**src/rtl/spi_pkg.sv**
```systemverilog
// Shared definitions for the SPI master datapath shifters.
// The default length target is shared by the transmit and receive shifters.
package spi_pkg;

    localparam int SPI_WORD_W = 32;
    localparam int SPI_CNT_W  = 16;

    localparam logic [SPI_CNT_W-1:0] SPI_CNT_TRGT_DEFAULT = 16'h8;

    typedef enum logic [1:0] {
        IDLE,
        TRANSMIT,
        WAIT_FIFO
    } tx_state_e;

endpackage

```
**src/rtl/spi_tx.sv**
```systemverilog
// SPI master transmit shifter: pops 32-bit words from the TX FIFO and shifts them
// out MSB-first on one lane (standard) or four lanes (quad), one step per tx_edge.
module spi_tx
    import spi_pkg::*;
(
    input  logic                 clk,
    input  logic                 rstn,
    input  logic                 en,
    input  logic                 tx_edge,
    output logic                 tx_done,
    output logic                 sdo0,
    output logic                 sdo1,
    output logic                 sdo2,
    output logic                 sdo3,
    input  logic                 en_quad_in,
    input  logic [SPI_CNT_W-1:0] counter_in,
    input  logic                 counter_in_upd,
    input  logic [SPI_WORD_W-1:0] data,
    input  logic                 data_valid,
    output logic                 data_ready,
    output logic                 clk_en_o
);

    tx_state_e state, state_next;

    logic [SPI_CNT_W-1:0]  counter, counter_next;
    logic [SPI_CNT_W-1:0]  counter_trgt, counter_trgt_next;
    logic [SPI_WORD_W-1:0] sr, sr_next;
    logic                  done;
    logic                  word_end;

    // A target of zero wraps to 16'hFFFF here, so it never ends a transfer early.
    assign done     = tx_edge && (counter == (counter_trgt - SPI_CNT_W'(1)));
    assign word_end = en_quad_in ? (counter[2:0] == 3'd7) : (counter[4:0] == 5'd31);

    assign sdo0 = en_quad_in ? sr[28] : sr[31];
    assign sdo1 = en_quad_in ? sr[29] : 1'b0;
    assign sdo2 = en_quad_in ? sr[30] : 1'b0;
    assign sdo3 = en_quad_in ? sr[31] : 1'b0;

    always_comb begin
        counter_trgt_next = counter_trgt;
        if (counter_in_upd) begin
            counter_trgt_next = en_quad_in ? (counter_in >> 2) : counter_in;
        end
    end

    always_comb begin
        state_next   = state;
        counter_next = counter;
        sr_next      = sr;
        data_ready   = 1'b0;
        clk_en_o     = 1'b0;
        tx_done      = 1'b0;

        case (state)
            IDLE: begin
                if (en && data_valid) begin
                    data_ready = 1'b1;
                    sr_next    = data;
                    state_next = TRANSMIT;
                end
            end

            TRANSMIT: begin
                clk_en_o = 1'b1;
                if (tx_edge) begin
                    counter_next = counter + SPI_CNT_W'(1);
                    sr_next      = en_quad_in ? (sr << 4) : (sr << 1);
                    if (done) begin
                        tx_done      = 1'b1;
                        counter_next = '0;
                        state_next   = IDLE;
                    end else if (word_end) begin
                        if (data_valid) begin
                            data_ready = 1'b1;
                            sr_next    = data;
                        end else begin
                            // Drop the clock request in this very cycle so no edge arrives without data.
                            clk_en_o   = 1'b0;
                            state_next = WAIT_FIFO;
                        end
                    end
                end
            end

            WAIT_FIFO: begin
                if (data_valid) begin
                    data_ready = 1'b1;
                    sr_next    = data;
                    state_next = TRANSMIT;
                end
            end

            default: begin
                state_next = IDLE;
            end
        endcase
    end

    always_ff @(posedge clk) begin
        if (!rstn) begin
            state        <= IDLE;
            counter      <= '0;
            counter_trgt <= SPI_CNT_TRGT_DEFAULT;
            sr           <= '0;
        end else begin
            state        <= state_next;
            counter      <= counter_next;
            counter_trgt <= counter_trgt_next;
            sr           <= sr_next;
        end
    end

endmodule

```
**config.mk**
```make
export PLATFORM = sky130hd
export DESIGN_NAME = spi_tx
export DESIGN_NICKNAME = d
export VERILOG_FILES = /design/src/rtl/spi_pkg.sv /design/src/rtl/spi_tx.sv
export SDC_FILE = /design/constraint.sdc
export NUM_CORES = 1
export LEC_CHECK = 0
export CAP_MARGIN = 40
export CORE_AREA = 5 5 96 98
export CTS_CLUSTER_DIAMETER = 60
export DETAILED_ROUTE_END_ITERATION = 12
export DIE_AREA = 0 0 101 103
export GPL_TIMING_DRIVEN = 0
export HOLD_SLACK_MARGIN = 0.08
export PLACE_DENSITY_LB_ADDON = 0.3
export SLEW_MARGIN = 30
export SYNTH_ARGS = -nofsm -noshare
export SYNTH_HDL_FRONTEND = slang
export SYNTH_SLANG_ARGS = --single-unit
```
**constraint.sdc**
```tcl
create_clock -name clk -period 4.04 [get_ports clk]
set_clock_uncertainty 0.15 [all_clocks]
set_input_delay 0.808 -clock clk [delete_from_list [all_inputs] [get_ports clk]]
set_output_delay 0.808 -clock clk [all_outputs]
set_load 0.02 [all_outputs]
```
# After elaboration in Yosys (flattened, before gate mapping)

Index checks and enable logic that the tools add are counted.

Register bits after elaboration: 66
Bits in latches: 0
Memory bits (writable): 0
ROM bits: 0
Bits of input ports: 55
Output and inout bits: 7
Logic and storage cells: 58
Memories: 0

Add/subtract/negate cells: 2
$mul: 0
Div/mod/pow operators: 0
Magnitude comparators: 0
Equality and inequality tests: 10
Shift-type cells: 0
Multiplexer cells: 35
Bitwise gates (word level): 0
Reduce and logical (&&, ||, !) cells: 7

Operators by type and width:

| kind                    | number |
|---|---|
| $mux W32                | 7 |
| $pmux W32 S3            | 1 |
| $mux W16                | 2 |
| $mux W1                 | 17 |
| $add A16 B1 Y16 const B | 1 |
| $eq A16 B16 Y1          | 1 |
| $sub A16 B1 Y16 const B | 1 |
| $mux W2                 | 6 |
| $ne A2 B2 Y1 const B    | 3 |
| $ne A3 B3 Y1 const B    | 2 |
| $pmux W2 S3             | 1 |
| $eq A5 B5 Y1 const B    | 1 |
| $reduce_and A5 Y1       | 1 |
| $reduce_and A4 Y1       | 1 |
| $eq A3 B3 Y1 const B    | 1 |
| $pmux W1 S3             | 1 |
| $reduce_bool A3 Y1      | 1 |
| $eq A2 B1 Y1 const B    | 1 |
| $eq A2 B2 Y1 const B    | 1 |
| $logic_and A1 B1 Y1     | 2 |
| $logic_not A2 Y1        | 1 |
| $reduce_and A2 Y1       | 1 |

# Logic depth before layout (Yosys ltp)

Word-level depth: 6
Gate-level depth with buffers: 14
Mapped depth without buffers: 10

# Worst setup path before layout

Ideal clock, no wire load.

Path type: register to output
Start: reg counter_trgt[0]
End: out clk_en_o
Arrival: 2.778 ns
Required time: 3.082 ns
Slack: 0.304 ns
Stages on the path, launching flop included: 13
Path buffers: 2
Cells stage by stage: dfxtp_1 > inv_1 > ha_1 > buf_2 > or4b_1 > nor4_4 > mux2_1 > o2111ai_1 > or4_1 > buf_4 > nand2_1 > nor2_1 > a21oi_1

Cells in the longest elaborated chain, start to end: 6

Ends and longest elaborated chain:

| what                   | line          | RTL |
|---|---|---|
| from (decl)            | spi_tx.sv:27  | `logic [SPI_CNT_W-1:0] counter_trgt, counter_trgt_next;` |
| from (signal assigned) | spi_tx.sv:110 | `counter_trgt <= counter_trgt_next;` |
| $sub A16 B1 Y16        | spi_tx.sv:33  | `assign done = tx_edge && (counter == (counter_trgt - SPI_CNT_W'(1)));` |
| $eq A16 B16 Y1         | spi_tx.sv:33  |  |
| $logic_and A1 B1 Y1    | spi_tx.sv:33  |  |
| $mux W1                | spi_tx.sv:70  | `if (done) begin` |
| $mux W1                | spi_tx.sv:67  | `if (tx_edge) begin` |
| $mux W1                | spi_tx.sv:56  | `case (state)` |
| to (decl)              | spi_tx.sv:21  | `output logic clk_en_o` |

Every way passes these cells.

# Worst setup path after layout

Start: reg counter_trgt[0]
End: out data_ready

Cells in the longest elaborated chain, start to end: 6

Ends and longest elaborated chain:

| what                | line         | RTL |
|---|---|---|
| $sub A16 B1 Y16     | spi_tx.sv:33 |  |
| $eq A16 B16 Y1      | spi_tx.sv:33 |  |
| $logic_and A1 B1 Y1 | spi_tx.sv:33 |  |
| $mux W1             | spi_tx.sv:70 |  |
| $mux W1             | spi_tx.sv:67 |  |
| $pmux W1 S3         | spi_tx.sv:56 |  |
| to (decl)           | spi_tx.sv:20 | `output logic data_ready,` |

Every way passes these cells.

==> impl_metrics.tcl <==
set metrics [dict create \
    cts.sinks 66 \
    cp_max_fo 3 \
    worst_slew_pin_slew_ns 0.544 \
    top_layer "met4" \
    portBuffers 60 \
    synth_area_mm2 0.00401 \
    critPathLaunchType "register" \
    irDropWorstVdd_uv 176 \
    stdcell_count 652 \
    fin_total_pwr_mw 1.71 \
    ios 62 \
    path_clk_slew_ns 0.08 \
    drc_errors 0 \
    wl_met2_um 4850 \
    gp_congestion 0.852 \
    grt_pass1_vias 3510 \
    synth-simple-area-share_pct 20.5 \
    fp.dieH_um 103 \
    antenna_cells 0 \
    required_ns 3.08 \
    dr.pass1.iters 5 \
    period_share_pct 97.5 \
    grt_pass1_wl_um 16500 \
    slew_violations 0 \
    synth_cells 463 \
    cts_buffer_depth 2 \
    area_delta_synth_final_pct 27.4 \
    synth-adder-area-share_pct 1.25 \
    rsz0062_at_grt "yes" \
    cap_violations 0 \
    synth_ff_type "dfxtp_1" \
    h-tree-depth 3 \
    arrival_ns 2.98 \
    coreArea_mm2 0.00838 \
    period_minus_slack_ns 3.94 \
    drtAntennaViolNets 0 \
    synth.distinct_cells 58 \
    synth_xor_area_share_pct 5.68 \
    pwr_density_cell_mw_per_mm2 335 \
    cts_tree "done" \
    final_util_pct 60.9 \
    outcome "complete, no violations" \
    finalHoldViolations 0 \
    finalSetupViolations 0 \
    slew-limit-headroom_pct 63.4 \
    wl_per_cell_um 15.8 \
    nFillCells 709 \
    avgSynthCellArea_um2 8.66 \
    synthMuxAreaShare_pct 19.5 \
    clk_latency_ns 0.35 \
    synth_edf_count 0 \
    vias 3650 \
    grt.total_usage_pct 19.7 \
    yosys_warnings 0 \
    start_util_pct 47.8 \
    drive_gt1_share_pct 16.0 \
    met3WireLength_um 596 \
    grt_max_degree 20 \
    grt_overflow 0 \
    postCtsHoldBufs 0 \
    dp_hpwl_um 7500 \
    routed_wl_um 10300 \
    cpMaxStageDelayCell "or4_4" \
    cp_cell_sequence "inv_4 > ha_4 > buf_6 > or4b_4 > nor4_4 > mux2_4 > o2111ai_2 > or4_4 > a31oi_1 > nor2_1 > buf_2" \
    power.leakage_nw 2.03 \
    drtIter0Drc 192 \
    synth_fp_nets 522 \
    rows 34 \
    fmax_ghz 0.254 \
    numCtsBuffers 9 \
    synth_compound_area_share_pct 15.3 \
    final_nets 598 \
    slowest_delay_ns 0.60 \
    cts_root_buffer "clkbuf_8" \
    crit_type "reg2out" \
    dieArea_mm2 0.0104 \
    die_w_um 101 \
    ys_seq_area_share_pct 33.0 \
    critPathCaptureType "primary output" \
    async_flop_share_pct 0 \
    antenna_found_initial 0 \
    vias_per_cell 5.60 \
    wl_met1_um 4670 \
    synth-seq-cells 66 \
    dp_cells 631 \
    min_path_type "reg2reg" \
    synth_top_family_by_area "simple AND/OR/NAND/NOR gates" \
]
through the flow:
| step | cell area (um2) | hold WS (ns) | worst slack [ns] | TNS (ns) |
|---|---|---|---|---|
| after floorplan | 4010 | 0.284 | 0.304 | 0 |
| after global placement | 4740 | 0.297 | -0.831 | -3.46 |
| after detailed placement | 4740 | 0.301 | -0.842 | -3.53 |
| after CTS | 5070 | 0.312 | -0.0166 | -0.0166 |
| after global routing | 5100 | 0.331 | -0.0127 | -0.0128 |
| final | 5100 | 0.309 | 0.101 | 0 |
where the power goes:
| part | total, mW | leakage, nW | switching (mW) | internal [mW] |
|---|---|---|---|---|
| Sequential | 0.715 | 0.540 | 0.0307 | 0.684 |
| Clock | 0.679 | 0.117 | 0.267 | 0.412 |
| Combinational | 0.318 | 1.38 | 0.152 | 0.166 |
| Total | 1.71 | 2.03 | 0.449 | 1.26 |
cell type report:
cell class	instances	area, um2	share of cell area, %
Tap cell	108	135	2.65
Clock buffer	10	128	2.50
Timing Repair Buffer	67	648	12.7
Clock inverter	6	115	2.25
Multi-Input combinational cell	358	2560	50.1
Sequential cell	66	1330	26.0
Inverter	7	28.8	0.564
Buffer	30	166	3.26
cell usage after synthesis, drive strengths merged, types with 2 or more instances:
library cell | n | area, um2
or4b | 2 | 20.0
o211a | 13 | 130
nand2 | 58 | 218
xnor2 | 15 | 131
nand4b | 2 | 17.5
nor2b | 10 | 62.6
and2 | 6 | 37.5
and3b | 2 | 17.5
nor3b | 2 | 20.0
clkbuf | 22 | 82.6
inv | 7 | 26.3
or4 | 2 | 18.8
a21oi | 9 | 45.0
nor2 | 35 | 134
o2111ai | 4 | 35.0
buf | 10 | 83.8
nor3 | 6 | 35.0
and3 | 10 | 62.6
o21ai | 39 | 195
nand3 | 15 | 75.1
a31oi | 5 | 46.3
ha | 4 | 50.1
a221o | 3 | 30.0
dfxtp | 66 | 1320
mux2 | 32 | 360
nor4 | 5 | 46.3
a21boi | 4 | 30.0
o22ai | 3 | 18.8
mux2i | 42 | 420
xor2 | 11 | 96.3
nand4 | 6 | 37.5
final timing paths:
check,startpoint,endpoint,slack (ns),depth (start not counted)
worst max-delay path,counter_trgt[0],data_ready,0.10,11
worst min-delay path,sr[31],sr[31],0.31,2
worst max register to register,counter_trgt[0],sr[28],0.46,14
worst min register to register,sr[31],sr[31],0.31,2
critical path: cells and delay by family (launching register included):
| family | cells | cell delay, ns |
|---|---|---|
| buffers and inverters | 3 | 0.29 |
| multiplexers | 1 | 0.22 |
| adder cells (fa/ha/maj) | 1 | 0.12 |
| flip-flops | 1 | 0.36 |
| AND/OR/NAND/NOR | 4 | 1.35 |
| AO/OA/AOI/OAI | 2 | 0.29 |
timing repair:
item | in CTS | in global routing
resized for setup | 29 | 10
setup buffers | 6 | 1
setup endpoints to repair | 7 | 4
pin swaps | 4 | 5
metal layers:
metal | vias up | track usage [%]
li1 | 1811 | -
met1 | 1710 | 25.2
met2 | 106 | 33.1
met3 | 23 | 4.60
met4 | 0 | 6.13
met5 | - | 0
placed cells by master, fill, tap and decap left out, types with 4 or more instances in the layout:
master            n
dfxtp_1          64
nand2_1          57
clkdlybuf4s50_1  57
mux2i_1          42
nor2_1           32
mux2_2           31
o21ai_1          28
clkbuf_1         21
xnor2_1          15
nand3_1          15
o211a_1          13
o21ai_0          11
xor2_1           11
and3_1           10
nor2b_1          10
buf_4             9
clkbuf_8          9
a21oi_1           8
and2_1            6
nand4_1           6
inv_1             5
nor3_1            5
buf_2             4
a31oi_1           4
a21boi_0          4
flip-flops by register name, summed over array words and instances, names as in the netlist:
name,cells
sr,32
counter_trgt,16
counter,16
state,2
cells by family (layout without fill, tap and decap cells):
kind of cell	after synthesis	count (layout)
mux	74	74
compound gates	90	90
xor+xnor	26	26
simple gates	164	164
buf+inv	39	120
flops	66	66
fa+ha+maj	4	4
Note: power is estimated with default switching activity, not from simulation.
==> variant 1: new RTL, config.mk and constraints unchanged <==
Encoding of `tx_state_e`: now one-hot (3 bits for 3 states).
--- a/src/rtl/spi_pkg.sv
+++ b/src/rtl/spi_pkg.sv
@@ -8,8 +8,8 @@
     localparam logic [SPI_CNT_W-1:0] SPI_CNT_TRGT_DEFAULT = 16'h8;
 
-    typedef enum logic [1:0] {
-        IDLE,
-        TRANSMIT,
-        WAIT_FIFO
+    typedef enum logic [2:0] {
+        IDLE      = 3'b001,
+        TRANSMIT  = 3'b010,
+        WAIT_FIFO = 3'b100
     } tx_state_e;
 
Check against the original RTL: same outputs for any inputs over 4 cycles, from zero or initial values and one cycle with rstn low; so few cycles prove little.
==> variant 1 against the original RTL <==
  * Final area grew 18%
  * Synthesized cell count increased by 36%
  * Sequential cell count increased by 1
  * Synthesized area up 23%
  * Power rose by 6.5%
  * Routed wire length increased by 39%
  * Global-route usage up 7.4 points
  * Worst setup slack worse by 39 ps
  * Largest power group unchanged
==> variant 1: results (changes against the original RTL) <==
| Metric | Value |
|---|---|
| Area after DPL | 0.00564 mm2 (+19%) |
| Worst Hold Endpoint | counter[15]$_SDFFE_PN0P_ |
| Top cells by area, synth | dfxtp_1 27%, mux2i_1 15%, nand2_1 6.8% |
| Met2 wire len | 6850 um (+41%) |
| Clock-pin slew on the worst setup and hold paths | 80 ps (about the same) |
| Hold Path Origin | counter[15]$_SDFFE_PN0P_ |
| Initial antenna violation count | 0 (unchanged) |
| Commonest cells post-synth | 89 x nand2_1, 74 x mux2i_1, 67 x dfxtp_1, 44 x nor3_1, 37 x clkbuf_1 |
| Clock Tree Buf Depth | 2 (unchanged) |
| 1st-iter DRT viols | 302 (+57%) |
| CP max stage cell | or4bb_4 |
| Asr flop ratio synth | 0% (unchanged) |
| Top Layer Used | met4 |
| Mapped Nets | 689 (+32%) |
| Fin nets | 765 (+28%) |
| Root Buffer | clkbuf_8 |
| Detail Placement HPWL | 9970 um (+33%) |
| Vias per inst | 6.29 (+12%) |
| M1 WL | 5930 um (+27%) |
| Routed met3 length | 1180 um (+98%) |
| Number of fill cells | 626 (-12%) |
| Netlist cell types | 55 (-5.2%) |
| Clk_lat worst skew | 350 ps (about the same) |
| Status | completed |
| Mapped Avg Cell Area | 7.81 um2 (-9.7%) |
| Finished Layout Cells | 819 (+26%) |
| Worst R2R Setup Slack | 440 ps (-20 ps) |
| Crit path max-delay family | simple AND/OR/NAND/NOR gates |
| Vias in the first global route | 4840 (+38%) |
| M2 GR Usage | 44.8% (+12 points) |
| Num CTS Buffers | 9 (unchanged) |
| CP Data Arrival Time | 3020 ps (+40 ps) |
| EDFF count, synth | 0 (unchanged) |
| Synth Warn # | 0 (unchanged) |
| R2R Path Start | counter_trgt[0]$_SDFFE_PN0P_ |
| Antenna diodes | 0 (unchanged) |
| Biggest regs | sr x32, counter x16, counter_trgt x16 |
| First-pass GRT wire length | 22900 um (+38%) |
| Leakage | 2.27 nW (+12%) |
| Placement Setup Slack | -509 ps (+333 ps) |
| # H-tree levels | 3 (unchanged) |
| GP Congestion | 0.894 (+4.9%) |
| Worst-path maximum fanout | 10 (+7) |
| Largest net degree at the start of global routing | 13 (-35%) |
| Dpl cells | 796 (+26%) |
| Layout cells sized above 1 | 7.88% (-8.1 points) |
| Drt total wl | 14300 um (+39%) |
| Max incr delay on CP | 550 ps (-50 ps) |
| FF-to-FF path depth | 15 (+1) |
| IO buf count | 58 (-3.3%) |
| GRT met3 Usage | 3.86% (-0.74 points) |
| Tot GR Track Use | 27.1% (+7.4 points) |
| Slew @ Worst Pin | 718 ps (+174 ps) |
| Register area share after synthesis | 27.2% (-5.7 points) |
| GR Util met1 | 35.5% (+10 points) |
| FF-to-FF End | sr[18]$_SDFFE_PN0P_ |
| First-pass iteration count of the detailed router | 6 (+1) |
| VDD IR max | 172 uV (-2.2%) |
-- variant 1: cell families after synthesis --
| kind of cell | Yosys count | share of synthesized area (%) |
|---|---|---|
| compound gates | 136 | 18.2 |
| xor+xnor | 33 | 5.87 |
| mux | 76 | 15.5 |
| simple gates | 264 | 27.3 |
| fa+ha+maj | 4 | 1.02 |
| flops | 67 | 27.2 |
| buf+inv | 50 | 4.86 |
-- variant 1: through the flow --
step	hold slack (ps)	util [%]
global placement	370	67.3
CTS	407	71.3
global route	448	71.9
floorplan	344	-
detailed placement	387	67.3
finish	411	71.9
-- variant 1: power breakdown --
group          internal, mW  total (mW)  switching (mW)
logic                 0.172       0.347           0.174
clock network         0.447       0.733           0.286
registers             0.697       0.742          0.0450
total                  1.32        1.82           0.506
-- variant 1: repair_timing --
item                       CTS  global route
setup endpoints to repair    5             4
gates resized for setup     25            10
pin swaps                    5             6
setup buffers                6             2
-- variant 1: area by class of cell --
| cell class | count | share of cell area (%) |
|---|---|---|
| multi-input combinational | 513 | 56.6 |
| sequential | 67 | 22.3 |
| timing repair buffer | 66 | 10.5 |
| buffer | 46 | 3.82 |
| clock buffer | 11 | 2.51 |
| tap | 108 | 2.24 |
| clock inverter | 5 | 1.79 |
| inverter | 3 | 0.187 |
-- variant 1: how the worst max path moves through the flow --
stage                                  from          to  slack [ps]  depth (start not counted)
2_1_floorplan  counter_trgt[0]$_SDFFE_PN0P_    clk_en_o         350                         10
3_3_place_gp                        tx_edge    clk_en_o        -490                          7
3_5_place_dp                        tx_edge    clk_en_o        -510                          7
4_1_cts        counter_trgt[3]$_SDFFE_PN1P_     tx_done          50                          8
5_1_grt        counter_trgt[0]$_SDFFE_PN0P_  data_ready           6                         12
6_report       counter_trgt[0]$_SDFFE_PN0P_  data_ready          60                         12
==> variant 2: new RTL, same settings <==
Without the edit above. The package constant `SPI_CNT_W` goes from 16 to 18.
--- a/src/rtl/spi_pkg.sv
+++ b/src/rtl/spi_pkg.sv
@@ -4,5 +4,5 @@
 
     localparam int SPI_WORD_W = 32;
-    localparam int SPI_CNT_W  = 16;
+    localparam int SPI_CNT_W  = 18;
 
     localparam logic [SPI_CNT_W-1:0] SPI_CNT_TRGT_DEFAULT = 16'h8;
Interface: changed (resized counter_in); port bits go from 62 to 64. No check against the original RTL was run, so the function may have changed too.
==> variant 2 against the original RTL <==
  * Sequential cell count up 4
  * Worst setup slack worse by 43 ps
  * Register-to-register slack better by 370 ps
  * Hold slack better by 60 ps
  * Synthesized area up 33%
  * Routed wire length up 54%
  * Count of clock-buffer cells in the layout unchanged
  * Via count up 58%
  * First-iteration DRC count up 150%
  * Power up 14%
  * Sequential share of layout area down 3.8 points
  * Final area up 24%
  * Critical path type unchanged
  * Largest cell class unchanged
==> variant 2: results (changes against the original RTL) <==
| Metric | Value |
|---|---|
| Status | completed |
| First-pass GRT wire length | 25500 um (+54%) |
| Vias in the first global route | 5731 (+63%) |
| CP Data Arrival Time | 3020 ps (+40 ps) |
| Register area share after synthesis | 26.4% (-6.6 points) |
| Vias per inst | 6.61 (+18%) |
| Leakage | 2.64 nW (+30%) |
| Worst-path maximum fanout | 17 (+14) |
| Fraction of area in multi-input gates | 58.4% (+8.3 points) |
| Fin nets | 819 (+37%) |
| WHS | 369 ps (+60.3 ps) |
| Dpl cells | 854 (+35%) |
| Via Count | 5753 (+58%) |
| Worst Hold Endpoint | state[1]$_SDFFE_PN0P_ |
| 1st-iter DRT viols | 473 (+150%) |
| Layout cells sized above 1 | 6.95% (-9.0 points) |
| Crit path max-delay family | compound AO/OA/AOI/OAI gates |
| FF/Latch Area | 0.00140 mm2 (+5.8%) |
| Top cells by area, synth | dfxtp_1 26%, mux2i_1 14%, nand2_1 8.1% |
| FF-to-FF End | sr[30]$_SDFFE_PN0P_ |
| Cell count after synthesis | 686 (+48%) |
| Placement Setup Slack | -464 ps (+377 ps) |
| Worst setup startpoint | counter_trgt[8]$_SDFFE_PN0P_ |
| Xor-xnor portion of the synthesized cell area | 5.28% (-0.41 points) |
| Clock buf/inv share | 3.37% (-1.4 points) |
| Hold Path Origin | state[1]$_SDFFE_PN0P_ |
| Non-clk buf share | 13.4% (-2.6 points) |
| Mux cell area share after synthesis | 14.0% (-5.5 points) |
| Worst R2R Setup Slack | 830 ps (+370 ps) |
| Slew @ Worst Pin | 771 ps (+227 ps) |
| Post_cts resized | 22 (-24%) |
| Post-CTS setup buffer count | 0 (-6) |
| Synth Area in Adders | 0.942% (-0.31 points) |
| R2R Path Start | state[0]$_SDFFE_PN0P_ |
| Area after DPL | 0.00605 mm2 (+28%) |
| Mapped Nets | 747 (+43%) |
| Tot GR Track Use | 30.1% (+10 points) |
| Setup ws final | 57.6 ps (-43.2 ps) |
| Number of fill cells | 641 (-9.6%) |
| Bufs w/o clock | 118 (+22%) |
| Detail Placement HPWL | 11600 um (+55%) |
| Complex-gate fraction of the synthesized area | 22.6% (+7.3 points) |
| Inverter count | 10 (+3) |
| GP Congestion | 0.906 (+6.3%) |
| Final Util | 75.7% (+15 points) |
| Commonest cells post-synth | 115 x nand2_1, 73 x mux2i_1, 70 x dfxtp_1, 49 x nor2_1, 45 x o21ai_0 |
| WL per Instance | 18.3 um (+15%) |
| Multi-input gates | 549 (+53%) |
| VDD IR max | 172 uV (-2.2%) |
| Netlist cell types | 54 (-6.9%) |
| Biggest regs | sr x32, counter x18, counter_trgt x18 |
| FF-to-FF path depth | 8 (-6) |
| CP Capture Point | clk_en_o |
## variant 2: cell count changes after synthesis, moves of 7 or more
cell | before | now
nor2_1 | 34 | 49
o21ai_0 | 11 | 45
and3_1 | 10 | 18
nor3_1 | 5 | 33
clkbuf_1 | 22 | 41
mux2_2 | 31 | 1
mux2i_1 | 42 | 73
o31ai_1 | 1 | 29
nand2_1 | 58 | 115
o2111a_1 | 0 | 30
o21ai_1 | 28 | 0
or3_1 | 0 | 7
## variant 2: where the power goes
part	switching (mW)	total, mW	leakage [nW]	internal, mW
Combinational	0.322	0.546	1.96	0.224
Clock	0.284	0.631	0.106	0.347
Sequential	0.0424	0.769	0.571	0.727
Total	0.648	1.95	2.64	1.30
## variant 2: per-layer routing
layer	vias up	track usage, %	share of wire, %
met3	85	3.72	7.1
li1	2652	-	-
met4	0	19.8	4.9
met5	-	0	0
met2	302	55.4	50
met1	2714	32.3	38
